**src/rtl/regfile_pkg.sv**
```systemverilog
// Shared constants for the register file front-end controller.
// FSM encodings are plain localparams so older code can compare against them.
package regfile_pkg;

  localparam int RF_ADDR_W = 5;
  localparam logic [RF_ADDR_W-1:0] RF_ZERO_IDX = '0;

  typedef logic [1:0] state_t;

  localparam state_t IDLE        = 2'd0;
  localparam state_t DBG_RD_WAIT = 2'd1;
  localparam state_t CLEAR       = 2'd2;

endpackage

```
**src/rtl/regfile_ctrl.sv**
```systemverilog
// Register file front-end: arbitrates pipeline vs. debug access and sequences
// a bulk clear of x1..x(N-1), one register per cycle.
module regfile_ctrl
  import regfile_pkg::*;
#(
  parameter int REG_FILE_SIZE  = 32,
  parameter int REG_FILE_WIDTH = 32
) (
  input  logic                      I_clk,
  input  logic                      I_reset,
  input  logic [RF_ADDR_W-1:0]      I_cpu_rs1,
  input  logic [RF_ADDR_W-1:0]      I_cpu_rs2,
  input  logic [RF_ADDR_W-1:0]      I_cpu_rd,
  input  logic                      I_cpu_re,
  input  logic                      I_cpu_we,
  input  logic [REG_FILE_WIDTH-1:0] I_cpu_data,
  output logic                      O_cpu_stall,
  input  logic                      I_dbg_req,
  input  logic                      I_dbg_we,
  input  logic [RF_ADDR_W-1:0]      I_dbg_addr,
  input  logic [REG_FILE_WIDTH-1:0] I_dbg_wdata,
  output logic                      O_dbg_ack,
  output logic [REG_FILE_WIDTH-1:0] O_dbg_rdata,
  input  logic                      I_clr_req,
  output logic                      O_clr_busy,
  output logic [RF_ADDR_W-1:0]      O_rf_rs1,
  output logic [RF_ADDR_W-1:0]      O_rf_rs2,
  output logic [RF_ADDR_W-1:0]      O_rf_rd,
  output logic                      O_rf_re,
  output logic                      O_rf_we,
  output logic [REG_FILE_WIDTH-1:0] O_rf_data,
  input  logic [REG_FILE_WIDTH-1:0] I_rf_regval1
);

  localparam logic [RF_ADDR_W-1:0] CLR_FIRST = RF_ADDR_W'(1);
  localparam logic [RF_ADDR_W-1:0] CLR_LAST  = RF_ADDR_W'(REG_FILE_SIZE - 1);

  state_t                      state;
  state_t                      next_state;
  logic                        clr_pend;
  logic                        cpu_turn;
  logic [RF_ADDR_W-1:0]        clr_cnt;
  logic                        dbg_rd_zero;
  logic                        dbg_grant;
  logic                        cpu_pass;
  logic                        enter_clear;

  assign enter_clear = (state == IDLE) && clr_pend;
  assign O_clr_busy  = clr_pend || (state == CLEAR);

  // Grant order in IDLE: pending clear, then debug (unless the CPU is owed a turn), then CPU.
  always_comb begin
    next_state  = state;
    dbg_grant   = 1'b0;
    cpu_pass    = 1'b0;
    O_rf_rs1    = I_cpu_rs1;
    O_rf_rs2    = I_cpu_rs2;
    O_rf_rd     = I_cpu_rd;
    O_rf_re     = 1'b0;
    O_rf_we     = 1'b0;
    O_rf_data   = I_cpu_data;
    O_cpu_stall = 1'b1;
    case (state)
      IDLE: begin
        if (clr_pend) begin
          next_state = CLEAR;
        end else if (I_dbg_req && !cpu_turn) begin
          dbg_grant = 1'b1;
          if (I_dbg_we) begin
            O_rf_rd   = I_dbg_addr;
            O_rf_we   = 1'b1;
            O_rf_data = I_dbg_wdata;
          end else begin
            O_rf_rs1   = I_dbg_addr;
            O_rf_rs2   = I_dbg_addr;
            O_rf_re    = 1'b1;
            next_state = DBG_RD_WAIT;
          end
        end else begin
          cpu_pass    = 1'b1;
          O_rf_re     = I_cpu_re;
          O_rf_we     = I_cpu_we;
          O_cpu_stall = 1'b0;
        end
      end
      DBG_RD_WAIT: begin
        next_state = IDLE;
      end
      CLEAR: begin
        O_rf_we   = 1'b1;
        O_rf_rd   = clr_cnt;
        O_rf_data = '0;
        if (clr_cnt == CLR_LAST) begin
          next_state = IDLE;
        end
      end
      default: begin
        next_state = IDLE;
      end
    endcase
    if (I_reset) begin
      O_rf_we     = 1'b0;
      O_rf_re     = 1'b0;
      O_cpu_stall = 1'b1;
    end
  end

  always_ff @(posedge I_clk) begin
    if (I_reset) begin
      state       <= IDLE;
      clr_pend    <= 1'b0;
      cpu_turn    <= 1'b0;
      clr_cnt     <= CLR_FIRST;
      dbg_rd_zero <= 1'b0;
      O_dbg_ack   <= 1'b0;
      O_dbg_rdata <= '0;
    end else begin
      state    <= next_state;
      // A request arriving on the same cycle the clear starts must not be lost.
      clr_pend <= I_clr_req || (clr_pend && !enter_clear);
      if (dbg_grant) begin
        cpu_turn <= 1'b1;
      end else if ((state == IDLE) && (cpu_pass || (!I_cpu_re && !I_cpu_we))) begin
        cpu_turn <= 1'b0;
      end
      if (state == CLEAR) begin
        clr_cnt <= (clr_cnt == CLR_LAST) ? CLR_FIRST : clr_cnt + 1'b1;
      end
      if (dbg_grant && !I_dbg_we) begin
        dbg_rd_zero <= (I_dbg_addr == RF_ZERO_IDX);
      end
      O_dbg_ack <= (dbg_grant && I_dbg_we) || (state == DBG_RD_WAIT);
      if (state == DBG_RD_WAIT) begin
        O_dbg_rdata <= dbg_rd_zero ? '0 : I_rf_regval1;
      end
    end
  end

endmodule

```
**config.mk**
```make
export PLATFORM = sky130hd
export DESIGN_NAME = regfile_ctrl
export DESIGN_NICKNAME = d
export VERILOG_FILES = /design/src/rtl/regfile_pkg.sv /design/src/rtl/regfile_ctrl.sv
export SDC_FILE = /design/constraint.sdc
export NUM_CORES = 1
export LEC_CHECK = 0
export ABC_AREA = 1
export BUFFER_PORTS_ARGS = -buffer_cell sky130_fd_sc_hd__buf_4
export CELL_PAD_IN_SITES_DETAIL_PLACEMENT = 0
export CELL_PAD_IN_SITES_GLOBAL_PLACEMENT = 1
export CORE_MARGIN = 2
export CORE_UTILIZATION = 26
export CTS_CLUSTER_DIAMETER = 150
export DETAILED_ROUTE_END_ITERATION = 10
export PLACE_DENSITY_LB_ADDON = 0.1
export SKIP_LAST_GASP = 1
export SYNTH_ARGS = -nofsm -noshare
export SYNTH_HDL_FRONTEND = slang
export SYNTH_SLANG_ARGS = --single-unit
```
**constraint.sdc**
```tcl
create_clock -name I_clk -period 1.4 [get_ports I_clk]
set_input_delay 0.07 -clock I_clk [delete_from_list [all_inputs] [get_ports I_clk]]
set_output_delay 0.07 -clock I_clk [all_outputs]
set_load 0.1 [all_outputs]
```
==> results.cfg <==
[sta]
fin_crit_sh = 1.205
setup-violations-final = 52
number_of_max_slew_violations_in_the_final_report = 0
hold_viol_final = 0
min_period_ns = 1.687
max_freq_mhz = 592.8
setup_repair_after_global_routing_missed_its_margin = true
hold-worst-slack_ns = 0.03933
tightestPinTransition_ns = 0.3376
timing.final.ws_setup_ns = -0.2870
max_slew_headroom_at_the_worst_pin = 0.7749
finalClockSkew_ns = 0.008400

[power_and_ir_drop]
power_density_nw_per_um2 = 949.4
p_sw_frac = 0.4715
vdd.ir_drop.worst_uv = 629.3
seq_power_share = 0.201
internal-power_w = 0.003419
cellLeakagePower_nw = 2.956
power.combinational.fraction = 0.653
net-switching-power_w = 0.003050
pwr-share-clk = 0.146

[floorplan]
fp.dieArea_sq_um = 12100
design.portCount = 207
die_boundary_width_microns = 110.0
fp.dieH_microns = 110.0
placementRows = 38
core_area_sq_um = 10890
initial_utilization = 0.2683

[cts]
h-tree-depth = 2
cts_made_buffers = 5
tritoncts = done
worstSkewPairLatency_ns = 0.29
count_of_clock_tree_sinks = 43
clock-root-buffer = sky130_fd_sc_hd__clkbuf_8
clkTransAtPathRegs_ns = 0.09
cts-root-to-sink-buffers = 2

[finish]
fin_cells = 853
antennaDiodeCount = 0
layout.nets = 838
post_route_cells_drive_above_1_share = 0.5456
synthToLayoutAreaGrowth_pct = 133.2

[global_route]
number_of_global_route_vias_before_repair = 4025
antenna_found_initial = 0
grt_first_pass_wirelength_mm = 19.31
grtUsageTotal = 0.1981
pin_count_of_the_biggest_net_entering_global_routing = 33
grt_overflow = 0

[critical_path]
crit_path_start = cpu_turn
end_kind = output port
start_kind = flip-flop
critical-path-slowest-cell = sky130_fd_sc_hd__dfxtp_2
worst-path-max-fanout = 7
critical_path.cell_chain = nor2_4, buf_6, buf_8, buf_16, nand3b_1, nand2_4, a21oi_4, buf_12
critPathKind = flip-flop to output port
timing.rr.start = state[0]
worst_ep_required_time_ns = 1.33
slowest_delay_ns = 0.36
worst_ep_arrival_time_ns = 1.62

[placement]
place.detailed.instances = 814
post-dp-hpwl_mm = 8.666
numPortBuffers = 206
gp_congestion = 0.7547

[drt]
vias_per_cell = 4.873
firstDrtPassIters = 4
post-route-drc-count = 0
antenna_left = 0
drt-total-wl_mm = 13.05
routed-via-count = 4157
first_iter_violations = 134
avgRoutedWirePerCell_microns = 15.30

[synthesis]
synthesized_area_fraction_occupied_by_ao_oa_aoi_and_oai_cells = 0.1944
synth_fa_ha_area_frac = 0.008565
yosys-mux-area-fraction = 0
yosys_register_bits = 43
ys_types = 22
synth_nets = 601
synth.yosys.seq_area_share = 0.2946
yosys.area_share.xor_xnor = 0
synthesized_netlist_cell_count = 476
synthesis.area_per_instance_sq_um = 6.138
combinational_family_with_the_most_area_after_synthesis = simple AND/OR/NAND/NOR gates
synthesis.yosys.warnings = 0
mappedNetlistArea_sq_um = 2922
synth_simple_gate_area_share = 0.4009

[status]
status = finished, violations left
violations = setup timing

[job]
max_cap_violations = 0

[min_path]
min_from = I_rf_regval1[3]
worstHoldPathType = input pin to flip-flop
## worst paths after layout
| path | endpoint | slack, ns | cells after the start |
|---|---|---|---|
| max | O_rf_data[8] | -0.29 | 8 |
| min | O_dbg_rdata[3] | 0.04 | 3 |
| max reg2reg | state[0] | -0.15 | 9 |
| min reg2reg | O_dbg_rdata[19] | 0.46 | 2 |
## critical path: cells and delay by family, from the launching register on
kind / cells / cell delay [ns]
AOI/OAI and AO/OA: 1 / 0.17
buffers and inverters: 4 / 0.57
DFF: 1 / 0.36
and+or+nand+nor: 3 / 0.24
## power groups by stage
stage	registers, W	logic [W]	clock network (W)
after floorplan	0.00150	0.00233	0
after global placement	0.00132	0.00327	0
after detailed placement	0.00133	0.00329	0
after CTS	0.00130	0.00406	0.000970
after global routing	0.00130	0.00438	0.00102
final	0.00130	0.00423	0.000946
## kinds of logic (layout without fill, tap and decap cells)
family	Yosys count	in the layout
AOI/OAI and AO/OA	112	112
buffers and inverters	66	303
and+or+nand+nor	253	253
adders and majority gates	2	2
DFF	43	43
## synth_stat cells
| cell type | instances | area, sq um |
|---|---|---|
| sky130_fd_sc_hd__nand4_1 | 1 | 6.260 |
| sky130_fd_sc_hd__buf_2 | 15 | 75.07 |
| sky130_fd_sc_hd__clkbuf_1 | 14 | 52.55 |
| sky130_fd_sc_hd__nand3b_1 | 33 | 247.7 |
| sky130_fd_sc_hd__a21oi_1 | 92 | 460.4 |
| sky130_fd_sc_hd__nand2_1 | 145 | 544.3 |
| sky130_fd_sc_hd__nand3_1 | 50 | 250.2 |
| sky130_fd_sc_hd__nor2_1 | 17 | 63.81 |
| sky130_fd_sc_hd__dfxtp_1 | 43 | 860.8 |
| sky130_fd_sc_hd__nor2_2 | 2 | 12.51 |
| sky130_fd_sc_hd__inv_2 | 4 | 15.01 |
| sky130_fd_sc_hd__buf_4 | 6 | 45.04 |
| sky130_fd_sc_hd__o21ai_1 | 1 | 5.000 |
| sky130_fd_sc_hd__nor2_4 | 3 | 33.78 |
| sky130_fd_sc_hd__ha_1 | 2 | 25.02 |
| sky130_fd_sc_hd__inv_1 | 25 | 93.84 |
| sky130_fd_sc_hd__buf_6 | 1 | 11.26 |
| sky130_fd_sc_hd__nand2_2 | 2 | 12.51 |
| sky130_fd_sc_hd__clkinv_1 | 1 | 3.750 |
| sky130_fd_sc_hd__o22ai_1 | 4 | 25.02 |
| sky130_fd_sc_hd__o21ai_0 | 14 | 70.07 |
| sky130_fd_sc_hd__o211ai_1 | 1 | 7.510 |
## through the flow
stage                     worst slack, ns  area [sq um]  utilization  TNS, ns  power, W
after CTS                         -0.2854          6541       0.6008   -12.43  0.006328
final                             -0.2870          6814       0.6258   -12.25  0.006469
after floorplan                   -0.1349          3635            -   -2.639  0.003828
after detailed placement         -0.04798          5431       0.4989  -0.6623  0.004619
after global routing              -0.3538          6814       0.6258   -16.03  0.006706
after global placement           -0.04561          5431       0.4989  -0.3503  0.004593
## flip-flops by register name (all words and copies together), names as in the netlist
register     count
clr_cnt          5
clr_pend         1
dbg_rd_zero      1
state            2
O_dbg_rdata     32
O_dbg_ack        1
cpu_turn         1
## cells in the final DEF, fill, tap and decap left out, types with 8 or more instances in the layout
cell                       synthesis  final
sky130_fd_sc_hd__buf_4             6    184
sky130_fd_sc_hd__nand2_1         145     96
sky130_fd_sc_hd__a21oi_1          92     56
sky130_fd_sc_hd__buf_12            0     55
sky130_fd_sc_hd__nand3_1          50     46
sky130_fd_sc_hd__dfxtp_1          43     38
sky130_fd_sc_hd__nand2_4           0     34
sky130_fd_sc_hd__nand3b_1         33     33
sky130_fd_sc_hd__a21oi_4           0     26
sky130_fd_sc_hd__inv_1            25     22
sky130_fd_sc_hd__nor2_1           17     17
sky130_fd_sc_hd__nand2_2           2     14
sky130_fd_sc_hd__a21oi_2           0     10
sky130_fd_sc_hd__o21ai_4           0      9
sky130_fd_sc_hd__buf_6             1      8
sky130_fd_sc_hd__buf_8             0      8
## repair_timing
| item | in CTS | in global routing |
|---|---|---|
| resized for setup | 172 | 36 |
| pin swaps | 15 | 17 |
| setup buffers | 12 | 9 |
| hold buffers | 1 | 0 |
| gates cloned | 7 | 5 |
| endpoints found under the setup margin | 51 | 55 |
| hold endpoints to repair | 1 | 0 |
## routing by layer
layer / vias up / part of all wire / track usage / wire length [microns]
li1: 2050 / - / - / -
met1: 1959 / 0.38 / 0.2216 / 4900
met2: 138 / 0.53 / 0.3777 / 6945
met3: 10 / 0.083 / 0.04703 / 1081
met4: 0 / 0.0093 / 0.04069 / 122
met5: - / 0 / 0 / 0
## area by class of cell
| cell class | count | area [sq um] |
|---|---|---|
| sequential | 43 | 869.6 |
| tap | 140 | 175.2 |
| timing repair buffer | 266 | 2970 |
| clock buffer | 5 | 68.82 |
| clock inverter | 2 | 37.54 |
| fill | 941 | 4074 |
| multi-input combinational | 367 | 2567 |
| inverter | 30 | 125.1 |
Note: power is estimated with default switching activity, not from simulation.
